[config.mk]
export PLATFORM = sky130hd
export DESIGN_NAME = gray_ptr_receiver_flat
export DESIGN_NICKNAME = d
export VERILOG_FILES = /design/src/rtl/gray_pkg.sv /design/src/rtl/gray_ptr_receiver_if.sv /design/src/rtl/gray_sync.sv /design/src/rtl/gray_ptr_receiver.sv /design/src/flat_wrapper.sv
export SDC_FILE = /design/constraint.sdc
export NUM_CORES = 1
export LEC_CHECK = 0
export BUFFER_PORTS_ARGS = -buffer_cell sky130_fd_sc_hd__buf_2
export CAP_MARGIN = 5
export CORE_MARGIN = 10
export CORE_UTILIZATION = 53
export DETAILED_ROUTE_END_ITERATION = 16
export HOLD_SLACK_MARGIN = 0.1
export PLACE_DENSITY = 0.87
export SYNTH_ARGS = -nofsm -noshare
export SYNTH_HDL_FRONTEND = slang
export SYNTH_SLANG_ARGS = --single-unit
[constraint.sdc]
create_clock -name clk -period 5.3 [get_ports clk]
set_input_delay 0.795 -clock clk [delete_from_list [all_inputs] [get_ports clk]]
set_output_delay 0.795 -clock clk [all_outputs]
set_load 0.02 [all_outputs]
[src/rtl/gray_pkg.sv]
// Shared types and helpers for Gray-coded pointer handling.
// The functions work on MAX_WIDTH-bit values; callers zero-extend in and size-cast out.
package gray_pkg;

  localparam int MAX_WIDTH = 32;

  typedef enum logic [1:0] {
    INIT,
    LOAD,
    TRACK
  } rx_state_e;

  // Zero-extended upper bits decode to zero, so one routine serves every width.
  function automatic logic [MAX_WIDTH-1:0] gray2bin(input logic [MAX_WIDTH-1:0] g);
    logic [MAX_WIDTH-1:0] b;
    b[MAX_WIDTH-1] = g[MAX_WIDTH-1];
    for (int i = MAX_WIDTH - 2; i >= 0; i--) begin
      b[i] = b[i+1] ^ g[i];
    end
    return b;
  endfunction

  function automatic logic [MAX_WIDTH-1:0] bin2gray(input logic [MAX_WIDTH-1:0] b);
    return b ^ (b >> 1);
  endfunction

  // Clearing the lowest set bit leaves something only if two or more bits were set.
  function automatic logic multi_bit(input logic [MAX_WIDTH-1:0] x);
    return (x & (x - MAX_WIDTH'(1))) != '0;
  endfunction

endpackage

[src/rtl/gray_ptr_receiver_if.sv]
// Pointer input and decoded-status bundle of the Gray pointer receiver.
interface gray_ptr_receiver_if #(
  parameter int WIDTH = 4
);

  logic [WIDTH-1:0] gray_in;
  logic             err_clr;
  logic             ready;
  logic [WIDTH-1:0] bin_out;
  logic             changed;
  logic [WIDTH-1:0] delta;
  logic             hop_err;

  modport master (
    output gray_in, err_clr,
    input  ready, bin_out, changed, delta, hop_err
  );

  modport slave (
    input  gray_in, err_clr,
    output ready, bin_out, changed, delta, hop_err
  );

endinterface

[src/rtl/gray_sync.sv]
// Multi-flop synchronizer for a Gray-coded vector from a foreign clock domain.
module gray_sync #(
  parameter int WIDTH  = 4,
  parameter int STAGES = 2
) (
  input  logic             clk,
  input  logic             rst_n,
  input  logic [WIDTH-1:0] d,
  output logic [WIDTH-1:0] q
);

  logic [WIDTH-1:0] chain [STAGES];

  // NOTE: the chain is a flop array, not a memory, so every stage gets the async reset.
  always_ff @(posedge clk or negedge rst_n) begin
    if (!rst_n) begin
      for (int i = 0; i < STAGES; i++) chain[i] <= '0;
    end else begin
      chain[0] <= d;
      for (int i = 1; i < STAGES; i++) chain[i] <= chain[i-1];
    end
  end

  assign q = chain[STAGES-1];

endmodule

[src/rtl/gray_ptr_receiver.sv]
// Synchronizes a foreign Gray pointer, decodes it, and reports steps, deltas and
// multi-bit hops. WIDTH must not exceed gray_pkg::MAX_WIDTH.
module gray_ptr_receiver
  import gray_pkg::*;
#(
  parameter int WIDTH       = 4,
  parameter int SYNC_STAGES = 2
) (
  input  logic                clk,
  input  logic                rst_n,
  gray_ptr_receiver_if.slave  bus
);

  localparam int CNT_W = $clog2(SYNC_STAGES);

  rx_state_e        state_q, state_d;
  logic [CNT_W-1:0] cnt_q, cnt_d;
  logic [WIDTH-1:0] gray_s;
  logic [WIDTH-1:0] prev_q, prev_d;
  logic [WIDTH-1:0] bin_q, bin_d;
  logic [WIDTH-1:0] delta_q, delta_d;
  logic             changed_q, changed_d;
  logic             hop_q, hop_d;
  logic [WIDTH-1:0] diff;
  logic [WIDTH-1:0] bin_new;

  gray_sync #(.WIDTH(WIDTH), .STAGES(SYNC_STAGES)) u_sync (
    .clk   (clk),
    .rst_n (rst_n),
    .d     (bus.gray_in),
    .q     (gray_s)
  );

  assign diff    = gray_s ^ prev_q;
  assign bin_new = WIDTH'(gray2bin(MAX_WIDTH'(gray_s)));

  // NOTE: every variable gets its default first so no path through the case infers a latch.
  always_comb begin
    state_d   = state_q;
    cnt_d     = cnt_q;
    prev_d    = prev_q;
    bin_d     = bin_q;
    changed_d = 1'b0;
    delta_d   = '0;
    hop_d     = hop_q;
    if (bus.err_clr) hop_d = 1'b0;

    unique case (state_q)
      INIT: begin
        if (cnt_q == CNT_W'(SYNC_STAGES - 1)) state_d = LOAD;
        else                                  cnt_d   = cnt_q + CNT_W'(1);
      end
      LOAD: begin
        prev_d  = gray_s;
        bin_d   = bin_new;
        state_d = TRACK;
      end
      TRACK: begin
        if (diff != '0) begin
          changed_d = 1'b1;
          bin_d     = bin_new;
          delta_d   = bin_new - bin_q;
          prev_d    = gray_s;
          // A hop in the same cycle as err_clr must win, hence after the clear.
          if (multi_bit(MAX_WIDTH'(diff))) hop_d = 1'b1;
        end
      end
      default: state_d = INIT;
    endcase
  end

  // NOTE: sequential state uses non-blocking assignments only.
  always_ff @(posedge clk or negedge rst_n) begin
    if (!rst_n) begin
      state_q   <= INIT;
      cnt_q     <= '0;
      prev_q    <= '0;
      bin_q     <= '0;
      delta_q   <= '0;
      changed_q <= 1'b0;
      hop_q     <= 1'b0;
    end else begin
      state_q   <= state_d;
      cnt_q     <= cnt_d;
      prev_q    <= prev_d;
      bin_q     <= bin_d;
      delta_q   <= delta_d;
      changed_q <= changed_d;
      hop_q     <= hop_d;
    end
  end

  assign bus.ready   = (state_q == TRACK);
  assign bus.bin_out = bin_q;
  assign bus.changed = changed_q;
  assign bus.delta   = delta_q;
  assign bus.hop_err = hop_q;

endmodule

[src/flat_wrapper.sv]
// flat-port wrapper written by rule: the top's interface ports become plain ports
module gray_ptr_receiver_flat import gray_pkg::*;
#(
  parameter int WIDTH       = 4,
  parameter int SYNC_STAGES = 2
)
  (clk, rst_n, bus_gray_in, bus_err_clr, bus_ready, bus_bin_out, bus_changed, bus_delta, bus_hop_err);
  gray_ptr_receiver_if #(.WIDTH(WIDTH)) bus_i ();
  input  logic clk;
  input  logic rst_n;
  input wire logic [$bits(bus_i.gray_in)-1:0] bus_gray_in;
  input wire logic [$bits(bus_i.err_clr)-1:0] bus_err_clr;
  output wire logic [$bits(bus_i.ready)-1:0] bus_ready;
  output wire logic [$bits(bus_i.bin_out)-1:0] bus_bin_out;
  output wire logic [$bits(bus_i.changed)-1:0] bus_changed;
  output wire logic [$bits(bus_i.delta)-1:0] bus_delta;
  output wire logic [$bits(bus_i.hop_err)-1:0] bus_hop_err;
  assign bus_i.gray_in = bus_gray_in;
  assign bus_i.err_clr = bus_err_clr;
  assign bus_ready = bus_i.ready;
  assign bus_bin_out = bus_i.bin_out;
  assign bus_changed = bus_i.changed;
  assign bus_delta = bus_i.delta;
  assign bus_hop_err = bus_i.hop_err;
  gray_ptr_receiver #(.WIDTH(WIDTH), .SYNC_STAGES(SYNC_STAGES)) u_core (.clk(clk), .rst_n(rst_n), .bus(bus_i));
endmodule
**After elaboration in Yosys (flattened, before gate mapping)**

Cells that the tools add are included.

- Memory bits (read-only): 0
- Register bits: 25
- RAM bits: 0
- Latch bits: 0
- Input bits: 7
- Memories: 0

- Div/mod/pow operators: 0
- Eq/ne operators: 4
- Add/sub/neg operators: 3
- Mux-type cells: 15
- Bitwise gates (word level): 6
- Shift operators: 0
- Reductions and logical operators: 6
- $lt $le $gt $ge: 0
- $mul: 0

Operator list:

| cell | count |
|---|---|
| $and A4 B32 Y32 | 1 |
| $reduce_bool A32 Y1 | 1 |
| $mux W4 | 4 |
| $pmux W4 S2 | 2 |
| $mux W1 | 7 |
| $pmux W2 S3 | 1 |
| $sub A4 B1 Y5 const B | 1 |
| $ne A2 B1 Y1 const B | 2 |
| $reduce_and A2 Y1 | 2 |
| $reduce_bool A4 Y1 | 1 |
| $sub A4 B4 Y4 | 1 |
| $xor A4 B4 Y4 | 1 |
| $xor A1 B1 Y1 | 3 |
| $eq A2 B1 Y1 const B | 1 |
| $eq A2 B2 Y1 const B | 1 |
| $logic_not A2 Y1 | 1 |
| $mux W2 | 1 |
| $reduce_bool A2 Y1 | 1 |
| $add A1 B1 Y1 const B | 1 |
| $not A1 Y1 | 1 |

**Longest topological paths before layout**

Gate-level depths: netlist of the first run.

- Word-level depth: 7
- Mapped depth: 7
- Gate-level depth less buffers: 7

**Modules after synthesis**

A second synthesis of the first run with hierarchy kept.

- Cells, all modules: 86
- Area total of the unflattened synthesis: 1082.3 µm²

Modules (own cells, without submodules):

| module | cells an instance | area each (µm²) | instances |
|---|---|---|---|
| gray_ptr_receiver | 74 | 852.1 | 1 |
| gray_sync | 12 | 230.2 | 1 |

**Least setup slack after synthesis of the first run**

OpenSTA, ideal clock, no wires.

- Path type: reg2reg
- Start point: reg u_core.u_sync.chain (netlist bit u_core.u_sync.q[2])
- End point: reg u_core.delta_q[3], in the netlist u_core.bus.delta[3]
- Setup slack: 3.458 ns
- Period minus slack after synthesis: 1.842 ns
- Buffers on the path: 0
- Stages on the path, launching flop included: 8
- Library setup time: 0.141 ns
- Arrival time: 1.701 ns
- Cells stage by stage: dfrtp_1 > xor2_2 > xor2_1 > ha_1 > nor2b_1 > o21ai_0 > nor3b_1 > nor3_1

- Word-level cells in the longest chain between the ends: 6
- Elaborated cells on any way between the ends: 8
- Those cells by class: add/sub: 1; mux: 2; bitwise: 4; reduce/logical: 1

RTL lines:

| what | line | RTL |
|---|---|---|
| from (decl) | gray_sync.sv:12 | `logic [WIDTH-1:0] chain [STAGES];` |
| $xor A1 B1 Y1 (3 in series) | gray_pkg.sv:18 | `b[i] = b[i+1] ^ g[i];` |
| $sub A4 B4 Y4 | gray_ptr_receiver.sv:62 | `delta_d = bin_new - bin_q;` |
| $mux W4 (*) | gray_ptr_receiver.sv:59 | `if (diff != '0) begin` |
| $mux W4 (*) | gray_ptr_receiver.sv:48 | `unique case (state_q)` |
| named net u_core.delta_d[3] | gray_ptr_receiver.sv:21 | `logic [WIDTH-1:0] delta_q, delta_d;` |
| to (signal assigned) | gray_ptr_receiver.sv:87 | `delta_q <= delta_d;` |
| to (decl) | gray_ptr_receiver.sv:21 |  |

Mark *: on every way through the listed nets, which the timed path passes. The rest lies on a longest branch.
A chain may end at the register's enable or synchronous reset.

**Worst setup path in the final report of the first run**

- Start point: reg u_core.state_q[1]
- End point: out bus_ready

- Word-level cells in the longest chain between the ends: 1

RTL lines:

| what | line | RTL |
|---|---|---|
| from (decl) | gray_ptr_receiver.sv:16 | `rx_state_e state_q, state_d;` |
| from (signal assigned) | gray_ptr_receiver.sv:83 | `state_q <= state_d;` |
| $eq A2 B2 Y1 | gray_ptr_receiver.sv:93 | `assign bus.ready = (state_q == TRACK);` |
| to (decl) | flat_wrapper.sv:13 | `output wire logic [$bits(bus_i.ready)-1:0] bus_ready;` |

Every way passes these cells.

==> results of run 1 <==
## registers in the layout, indices dropped and copies added (netlist names)
signal,cells
u_core.bus.bin_out,4
u_core.bus.changed,1
u_core.bus.delta,4
u_core.bus.hop_err,1
u_core.cnt_q,1
u_core.prev_q,3
u_core.state_q,2
u_core.u_sync.chain,4
u_core.u_sync.q,4
## power by group
part,internal [mW],switching [mW],total [mW]
clock network,0.0265,0.0486,0.0751
registers,0.206,0.0113,0.217
logic,0.0420,0.0653,0.107
total,0.274,0.125,0.400
## logic make-up (layout without fill, tap and decap cells)
logic type,count (synthesis),in the layout,synth area share (%)
flops,24,24,57.1
simple gates,14,14,6.30
compound gates,10,10,7.97
xor+xnor,10,10,9.04
mux,10,10,9.99
buf+inv,10,27,4.16
fa+ha+maj,4,4,5.47
## worst max path at each step
stage,start,end,slack [ns],cells after the start
2_1_floorplan,u_core.u_sync.q[2]$_DFF_PN0_,u_core.bus.delta[3]$_DFF_PN0_,3.46,7
3_3_place_gp,u_core.u_sync.q[2]$_DFF_PN0_,u_core.bus.delta[3]$_DFF_PN0_,3.38,7
3_5_place_dp,u_core.u_sync.q[2]$_DFF_PN0_,u_core.bus.delta[3]$_DFF_PN0_,3.25,7
4_1_cts,u_core.state_q[1]$_DFFE_PN0P_,bus_ready,3.17,3
5_1_grt,u_core.u_sync.q[2]$_DFF_PN0_,u_core.bus.delta[3]$_DFF_PN0_,3.07,7
6_report,u_core.state_q[1]$_DFFE_PN0P_,bus_ready,3.18,3
## metrics by stage
step	cells	total power, mW	worst slack, ns
6_report	126	0.400	3.18
5_1_grt	126	0.426	3.07
4_1_cts	126	0.406	3.17
3_5_place_dp	123	0.332	3.25
3_3_place_gp	123	0.326	3.38
2_1_floorplan	82	0.295	3.46
## cell type report
cell class | instances | area [sq um]
Clock buffer | 3 | 22.5
Multi-Input combinational cell | 48 | 408
Sequential cell | 24 | 601
Inverter | 7 | 26.3
Timing Repair Buffer | 17 | 85.1
Fill cell | 157 | 746
Tap cell | 27 | 33.8
## layer usage
layer | track usage, % | routed length, microns | up-vias
met3 | 4.12 | 132 | 2
met5 | 0 | 0 | -
met1 | 8.30 | 674 | 305
li1 | - | - | 305
met4 | 2.67 | 8 | 0
met2 | 15.5 | 862 | 19
## synth_stat cells, types with 2 or more instances
library cell and number:
sky130_fd_sc_hd__inv_1 7, sky130_fd_sc_hd__mux2_2 4, sky130_fd_sc_hd__o21ai_0 2, sky130_fd_sc_hd__dfrtp_1 24, sky130_fd_sc_hd__nand2_1 2, sky130_fd_sc_hd__nor2_1 7, sky130_fd_sc_hd__mux2i_1 6, sky130_fd_sc_hd__buf_2 2
sky130_fd_sc_hd__xor2_1 4, sky130_fd_sc_hd__nor3b_1 2, sky130_fd_sc_hd__ha_1 3, sky130_fd_sc_hd__xnor2_1 5
## critical path: cells and delay by family (launching register included)
family / cells / cell delay (ns)
buffers and inverters: 2 / 0.32
flip-flops: 1 / 0.55
AND/OR/NAND/NOR: 1 / 0.15
==> run summary, run 1 <==
The library cell used most frequently in the layout, excluding fill and tap cells, is sky130_fd_sc_hd__dfrtp_1. By area the synthesized netlist is led by sky130_fd_sc_hd__dfrtp_1 57%, sky130_fd_sc_hd__mux2i_1 5.7%, sky130_fd_sc_hd__mux2_2 4.3%. At the end of routability-driven placement, the weighted congestion stood at about 0.77. The clock-pin slew on the worst setup and hold paths came out at 0.12 ns. The worst slew margin relative to its limit came out at about two thirds. The quantity of gates resized following cts came out at 0.

The measured slew at the worst slew-check pin is approximately 0.49 ns. The cell area that synthesis handed to floorplanning was 0.00105 sq mm. The number of antenna-violating nets in the routed design came out at 0. Max-cap violations in this run came to 0.

The number of enable flip-flop cells after synthesis is 0. Compared with the post-synthesis result, the final layout area differs by 11.8%. The clock reaches the later pin of the worst-skew pair after about 0.3 ns. The count of state elements after synthesis came out at 24. The utilization after layout came out at 61.2%. The number of endpoints with negative hold slack in the final report was 0.

The fraction of synthesis flops using an asynchronous set or reset pin is 100%. The end point of the most critical hold path is u_core.u_sync.q[2]$_DFF_PN0_. After global routing the overflow that remains totals 0.

The number of DRC markers after the initial detailed-route iteration came out at 6. The number of levels the H-tree was split into came out at 1. 0 antenna diodes ended up in the layout.

The number of endpoints failing setup at the final stage came out at 0. Once layout is done, the placed cells without fillers occupy 0.00118 sq mm. Leaving out fill and tap cells, the most frequent cells in the layout are 24 x sky130_fd_sc_hd__dfrtp_1, 17 x sky130_fd_sc_hd__buf_2, 7 x sky130_fd_sc_hd__inv_1, 7 x sky130_fd_sc_hd__nor2_1, 6 x sky130_fd_sc_hd__mux2i_1. The number of design rule violations left after detail routing is 0. The wire length per cell after detailed routing is around 13 microns.

The clock buffer count from CTS is 3. The initial utilization of the core area, before any placement, comes to between 50% and 60%. The setup skew after layout came out at 0.00606 ns. The cell taking the most area after synthesis is sky130_fd_sc_hd__dfrtp_1. The post-CTS repair timing setup buffer count is 0.

The category of the worst setup path launch point is a register. The global-route wire length before repair is ~3 mm. The flow ran to the end, and the final reports show no timing, DRC or antenna violations. On the critical path, the stage with the largest delay is an instance of sky130_fd_sc_hd__dfrtp_1. The critical path is of the register to output pin type. After synthesis, flip-flops and latches occupy a little under three fifths of the total area.

The number of different library cells in the post-synthesis netlist came out at 26. The number of max-slew violations in the final report is 0. In this run the critical register-to-register path is captured at u_core.bus.delta[3]$_DFF_PN0_. After detailed routing, the number of vias per cell comes to between 5 and 6.

The via count of the first global-routing pass is roughly 690. Synthesis produced a netlist with a net count of a little over 90. The boundary pin count came out at 18. The first TritonRoute pass finished after 6 iterations. The chip height is 64.6 microns.

The warning count from the yosys run came out at 0. The clock sink count is 24. Setup total negative slack on the finished layout was measured at 0 ns. The total power density per cell area came out at between 300 and 400 mW/mm^2. The dominant synthesized flop cell is sky130_fd_sc_hd__dfrtp_1. The total number of vias is 631. The tree is rooted in a sky130_fd_sc_hd__clkbuf_4. The share of post-route cells with drive strength above 1 came out at around 27%. The final net count came out at 112. Entering global routing, the biggest net connects 25 pins. The startpoint of the worst hold path is u_core.u_sync.chain[6]$_DFF_PN0_. The worst-case reg-to-reg path depth is 7.

The maximum root-to-sink buffer count is 2. Setup repair after global routing left no endpoint under its margin. The mean cell area of the mapped netlist is 12.8 sq um. The count of standard-cell rows is 16. The tightest min-delay check is of the register to register type. The number of antenna violations at the first check in global routing is 0. The shortest period the worst path allows is 2.12 ns. The smallest hold slack came out at ~0.35 ns. The count of input and output buffers is 17. The maximum VDD drop is between 0.00015 and 0.0002 V. Static timing analysis puts the maximum clock frequency at between 0.4 and 0.5 GHz.

The aggregate routed wire length is 1.68 mm. The cell depth of the worst hold path is 0. Dividing the final minimum period by the clock period gives about two fifths. The die extent in x is 64.6 microns.

The arrival time of data at the critical path endpoint came out at between 1 and 1.5 ns. The combined global-route utilization of all metal layers came out at 8.53%. The delay of the slowest critical-path stage is 0.55 ns.

The static leakage came out at 0.553 nW. The post-placement cell area came out at about 0.0012 sq mm. The required time at the worst-slack endpoint came out at 4.51 ns. The worst setup path is captured at an output pin.

The die covers between 0.004 and 0.005 sq mm. After clock tree synthesis, the flow added hold-fix buffers numbering 0. The area share of the largest cell type after synthesis is 57.1%.

The standard cell core area is 0.00192 sq mm. The number of cells produced by synthesis came out at 82. Along the worst path, the maximum fanout reaches 7. The estimated wirelength of the detail-placed design is about 1.3 mm. In this run the register-to-register setup slack is about 3.2 ns. The signal on the critical path passes through inv_1, nor2_1, buf_2. The worst flop-to-flop path startpoint is u_core.u_sync.q[2]$_DFF_PN0_. The CTS tree is built.
Note: power is estimated with default switching activity, not from simulation.
==> inputs of run 2 (changes only) <==
Clock period 5.3 ns to 2.2 ns, I/O delays scaled along.
==> run summary, run 2 (synthesis gave the netlist of run 1 again) <==
The final layout contains routed wiring with a total length of approximately 1.7 mm. Timing analysis after detailed placement gives a worst setup slack of ~0.14 ns. The number of antenna violations at the first check in global routing is 0. After detailed placement, the total cell area comes to between 0.001 and 0.0015 sq mm. Traced cell by cell, the critical path runs through xor2_2, xor2_2, ha_1, nor2b_1, o21ai_0, nor3b_1, nor3_1. Between clock sinks in the finished design, the worst skew comes to approximately 0.010 ns. For the worst-skew pair, the clock arrives at the later sink with an insertion delay of around 0.3 ns. For this design, the sink count on the clock tree is 24. The worst pin sits at a relative slew slack of around two thirds. The detailed-routing iteration count for the pre-antenna-repair pass is 2. The logic depth of the worst path, buffers included is 7. CTS built an H-tree with a depth of 1. The worst path uses 92.7% of the clock period. The pin count of the biggest net entering global routing came out at 25. The worst setup path is captured at a register. TritonCTS built the clock tree. The total power density per cell area is 809 mW/mm^2. The met2 capacity usage during global routing is 15.4%. The clock buffer count from CTS came out at 3. For this design, the slowest cell found on the critical path is sky130_fd_sc_hd__dfrtp_1. The post-placement cell count is roughly 120. The routability congestion estimate from global placement came out at 0.774. The required time at the worst-slack endpoint came out at between 2 and 2.5 ns.

The worst setup path is launched from a register. In the layout the commonest cells are 24 x sky130_fd_sc_hd__dfrtp_1, 17 x sky130_fd_sc_hd__buf_2, 7 x sky130_fd_sc_hd__inv_1, 7 x sky130_fd_sc_hd__nor2_1, 6 x sky130_fd_sc_hd__mux2i_1. The total chip power is about 970 uW. The count of inserted antenna diode cells is 0. The number of design rule violations left after detail routing is 0. The number of maximum-capacitance violations is 0. The number of DRC markers after the initial detailed-route iteration came out at 5.

The wire length per cell after detailed routing is 13.4 microns. The share of post-route cells with drive strength above 1 is between 20% and 30%. The final-layout fill cell count is around 170.

The die extent in x is between 60 and 70 microns. The combined global-route utilization of all metal layers came out at 8.50%. In this run the vertical extent of the chip is roughly 65 microns. The total overflow reported by the global router is 0.

The final net count is 113. The flow ran to the end, and the final reports show no timing, DRC or antenna violations. The kind of cell with the highest combined delay along the critical path is XOR/XNOR gates. The biggest fanout along the worst timing path is 5. The number of endpoints failing setup at the final stage came out at 0. The setup slack after layout came out at 0.160 ns. The number of endpoints with negative hold slack in the final report came out at 0.

The timing-limited maximum frequency is between 0.4 and 0.5 GHz. The count of standard-cell rows came out at 16. In the global route stage, met1 resource usage came out at ~8.2%. The arrival time of data at the critical path endpoint came out at roughly 2.2 ns. The setup TNS came out at 0 ns. The count of input and output buffers is 17. The clock-pin slew on the worst setup and hold paths is between 0.1 and 0.15 ns. For the worst flop-to-flop path, the logic depth is 7. The number of antenna-violating nets in the routed design is 0. The die area came out at around 0.0042 sq mm. The boundary pin count came out at 18.

The HPWL after detailed placement is between 1 and 1.5 mm. The most crowded layer after global routing is met2. The synthesis-to-layout area growth came out at 13.4%. Once layout is done, the placed cells without fillers occupy 0.00119 sq mm.

The standard cell core area is slightly below 0.002 sq mm. The via count of the first global-routing pass came out at 662. The static leakage came out at approximately 0.56 nW. The critical path is of the register to register type. The final instance count without filler cells is approximately 130. The delay of the slowest critical-path stage is approximately 0.45 ns. The maximum VDD drop is 0.000445 V. Summing over every cut layer, the via total after detailed routing is 629.

The number of max-slew violations in the final report is 0. The combined buffer and inverter count along the critical path is 0. For the pin with the worst max-slew slack, the measured transition is between 0.5 and 0.6 ns.

Setup repair after global routing left no endpoint under its margin. The starting density of the core is 54.8%. In this run the deepest clock path goes through 2 buffers. The cell depth of the worst hold path came out at 1. For this run, global-route usage on met3 was measured as ~4.1%. The first global-routing pass estimated 2.91 mm of wire. The worst path in the final design needs a cycle of about 2.0 ns, including I/O delays and setup. The class of the tightest hold or removal check is input port to register. The number of vias per cell after detailed routing is ~5.0. In this design, the critical path's most frequently occurring cell is sky130_fd_sc_hd__xor2_2.

The leading cell type in the layout, fill and taps excluded is sky130_fd_sc_hd__dfrtp_1. The clock tree root driver cell is sky130_fd_sc_hd__clkbuf_4.
-- run 2: cell count changes in the layout (fill, tap and decap cells not counted), sizes merged --
cell,previous run,this run
dlygate4sd3,0,1
-- run 2: path summary, 6_finish.rpt --
check | from | endpoint | slack [ns]
worst max register to register | u_core.u_sync.q[2]$_DFF_PN0_ | u_core.bus.delta[3]$_DFF_PN0_ | 0.16
max in group asynchronous | rst_n | u_core.bus.bin_out[3]$_DFFE_PN0P_ | 1.33
worst min-delay path | bus_gray_in[0] | u_core.u_sync.chain[4]$_DFF_PN0_ | 0.12
worst max-delay path | u_core.u_sync.q[2]$_DFF_PN0_ | u_core.bus.delta[3]$_DFF_PN0_ | 0.16
min in group asynchronous | rst_n | u_core.bus.bin_out[1]$_DFFE_PN0P_ | 0.52
worst min register to register | u_core.u_sync.chain[6]$_DFF_PN0_ | u_core.u_sync.q[2]$_DFF_PN0_ | 0.35
-- run 2: power breakdown --
part | leakage [nW] | total (mW) | switching (mW) | internal, mW
sequential | 0.272 | 0.525 | 0.0286 | 0.496
clock | 0.0138 | 0.179 | 0.115 | 0.0638
combinational | 0.273 | 0.262 | 0.159 | 0.103
total | 0.559 | 0.966 | 0.303 | 0.663
-- run 2: worst register-to-register path, cell delays in order, from the launching register on --
cell and delay (ns):
sky130_fd_sc_hd__dfrtp_1 0.45, sky130_fd_sc_hd__xor2_2 0.34, sky130_fd_sc_hd__xor2_2 0.26, sky130_fd_sc_hd__ha_1 0.28, sky130_fd_sc_hd__nor2b_1 0.13, sky130_fd_sc_hd__o21ai_0 0.18
sky130_fd_sc_hd__nor3b_1 0.21, sky130_fd_sc_hd__nor3_1 0.06
-- run 2: through the flow --
stage | hold WS [ns] | util (%)
floorplan | 0.0344 | -
global placement | 0.322 | 60.0
detailed placement | 0.331 | 60.0
CTS | 0.113 | 61.7
global route | 0.104 | 62.1
finish | 0.122 | 62.1
-- run 2: layout make-up --
type / instances / area (sq um) / area share (%)
clock buffers: 3 / 22.5 / 1.89
inverters: 7 / 26.3 / 2.20
multi-input cells: 48 / 415 / 34.8
flip-flops and latches: 24 / 601 / 50.3
well taps: 27 / 33.8 / 2.83
repair buffers: 18 / 95.1 / 7.97
-- run 2: what timing repair did --
item,in CTS,in global routing
endpoints found under the setup margin,0,1
hold buffers,1,0
setup buffers,0,0
endpoints found under the hold margin,24,0
gates resized for setup,0,1
-- run 2: metal layers --
metal	share of wire [%]	vias to the layer above
met1	41	309
li1	-	307
met4	0	0
met3	6.8	0
met2	52	13
met5	0	-
==> inputs of run 3 (changes only) <==
Settings changed: SETUP_SLACK_MARGIN set to 0.5.
==> run summary, run 3 (synthesis gave the netlist of run 1 again) <==
The number of design rule violations left after detail routing came out at 0. The smallest hold slack is between 0.1 and 0.15 ns. The estimated wirelength of the detail-placed design came out at 1.43 mm. The routability congestion estimate from global placement is 0.809. The number of antenna diodes in the final layout is 0. Clock tree synthesis selected as its root buffer the cell sky130_fd_sc_hd__clkbuf_4.

The critical path is of the register to register type. Adding up every negative setup slack in the final design gives 0 ns. The via count of the first global-routing pass came to about 700. The number of DRC markers after the initial detailed-route iteration is 6. Compared with the post-synthesis result, the final layout area differs by 27.0%. The timing-limited maximum frequency came out at around 0.53 GHz.

The number of endpoints with negative hold slack in the final report is 0. The wire length per cell after detailed routing came out at about 15 microns. The biggest fanout along the worst timing path came out at 4. The share of the cycle needed by the critical path after routing came out at a little under nine tenths.

The first global-routing pass estimated between 2 and 3 mm of wire. The aggregate routed wire length is 2.05 mm. The CTS tree is built. Of the cells placed in the final design, the portion with a size suffix greater than 1 is a little over two fifths. The endpoint kind of the worst setup timing path is a register. The required time at the worst-slack endpoint came out at 2.37 ns.

The worst setup path is launched from a register. For this run, the detailed router's first-pass iteration total came to 2. The total number of vias came out at ~670.

The post-placement cell area came out at around 0.0012 sq mm. After clock tree synthesis, the clock-pin slew on the worst setup and hold paths is around 0.12 ns. Clock tree synthesis found a total of 24 sinks. During placement, the flow inserted port buffers numbering 17. In this run the static leakage power is a little over 0.6 nW. The leading cell type in the layout, fill and taps excluded is sky130_fd_sc_hd__dfrtp_1. In the layout the commonest cells are 21 x sky130_fd_sc_hd__dfrtp_1, 17 x sky130_fd_sc_hd__buf_2, 7 x sky130_fd_sc_hd__inv_1, 7 x sky130_fd_sc_hd__nor2_1, 6 x sky130_fd_sc_hd__mux2i_1.

The arrival time of data at the critical path endpoint is 2.04 ns. The flow ran to the end, and the final reports show no timing, DRC or antenna violations. Entering global routing, the biggest net connects 25 pins. In this run the number of H-tree levels came out at 1.

The chip height came out at between 60 and 70 microns. Across the run, the number of max-cap violations was 0. The final net count came out at 120. After floorplanning, the core was divided into 16 placement rows. The standard cell core area is between 0.0015 and 0.002 sq mm. The starting density of the core came out at 54.8%. The combined global-route utilization of all metal layers is 8.96%. The maximum root-to-sink buffer count came out at 2. The maximum VDD drop is about 0.00052 V. The utilization after layout came out at between 60% and 70%. The total chip power came out at 1.04 mW. The setup skew after layout is ~0.0037 ns. The clock buffer count from CTS is 3. The worst slew margin relative to its limit came out at about two thirds.

The die extent in x came out at 64.6 microns. Setup repair after global routing could not meet its margin everywhere. The total power density per cell area came out at between 700 and 800 mW/mm^2.

The number of antenna-violating nets in the routed design is 0. The number of antenna violations at the first check in global routing is 0. Setup slack on the critical path of the routed design comes to about 0.33 ns. The clock latency at the later pin of the worst-skew pair came out at around 0.3 ns.

In the routed layout, each cell is associated on average with a via count of roughly 5. The final-layout fill cell count came out at 144. The number of max-slew violations in the final report came out at 0. The die area came out at roughly 0.0042 sq mm. After layout, the minimum clock period comes to approximately 1.9 ns.

The number of endpoints failing setup at the final stage is 0. The boundary pin count is 18. The total overflow reported by the global router is 0. The setup slack after placement is approximately 0.29 ns. The class of the tightest hold or removal check is input port to register.

The measured slew at the worst slew-check pin is just over 0.5 ns. Once placement completed, the tool counted placed cells totaling roughly 120. The final instance count without filler cells came out at between 100 and 150. The cell area after layout is between 0.001 and 0.0015 sq mm.
[run 3: area by class of cell]
type / instances / area (sq um) / area share, %
repair buffers: 25 / 153 / 11.4
flip-flops and latches: 24 / 604 / 45.2
inverters: 7 / 26.3 / 1.97
multi-input cells: 48 / 497 / 37.2
well taps: 27 / 33.8 / 2.53
clock buffers: 3 / 22.5 / 1.69
[run 3: what timing repair did]
item,CTS,global route
cloned,0,0
hold buffers,1,2
setup endpoints to repair,4,7
gates resized for setup,3,11
pin swaps,3,9
hold endpoints to repair,24,2
buffers inserted,4,1
[run 3: routing by layer]
| layer | track usage, % | up-vias | share of wire [%] |
|---|---|---|---|
| li1 | - | 323 | - |
| met1 | 8.31 | 333 | 38 |
| met2 | 17.1 | 17 | 54 |
| met3 | 3.44 | 0 | 7.2 |
| met4 | 3.48 | 0 | 0 |
| met5 | 0 | - | 0 |
[run 3: critical path: stages, from the launching register on]
cell and delay (ns):
sky130_fd_sc_hd__dfrtp_2 0.46, sky130_fd_sc_hd__xor2_4 0.22, sky130_fd_sc_hd__xor2_2 0.20, sky130_fd_sc_hd__ha_1 0.30, sky130_fd_sc_hd__nor2b_4 0.13, sky130_fd_sc_hd__o21ai_2 0.13
sky130_fd_sc_hd__nor3b_2 0.23, sky130_fd_sc_hd__nor3_2 0.09
[run 3: worst paths after layout]
path / start / endpoint / slack, ns / cells past startpoint
setup reg to reg: u_core.u_sync.q[3]$_DFF_PN0_ / u_core.bus.delta[3]$_DFF_PN0_ / 0.33 / 7
hold reg to reg: u_core.u_sync.chain[6]$_DFF_PN0_ / u_core.u_sync.q[2]$_DFF_PN0_ / 0.36 / 0
max in group asynchronous: rst_n / u_core.u_sync.q[3]$_DFF_PN0_ / 1.29 / 2
min in group asynchronous: rst_n / u_core.bus.bin_out[0]$_DFFE_PN0P_ / 0.53 / 2
setup / recovery: u_core.u_sync.q[3]$_DFF_PN0_ / u_core.bus.delta[3]$_DFF_PN0_ / 0.33 / 7
hold / removal: bus_gray_in[1] / u_core.u_sync.chain[5]$_DFF_PN0_ / 0.13 / 1
[run 3: report_power, final]
| part | total (mW) | switching, mW | leakage [nW] | internal (mW) |
|---|---|---|---|---|
| combinational | 0.331 | 0.184 | 0.335 | 0.146 |
| clock | 0.178 | 0.114 | 0.0138 | 0.0638 |
| sequential | 0.531 | 0.0338 | 0.270 | 0.497 |
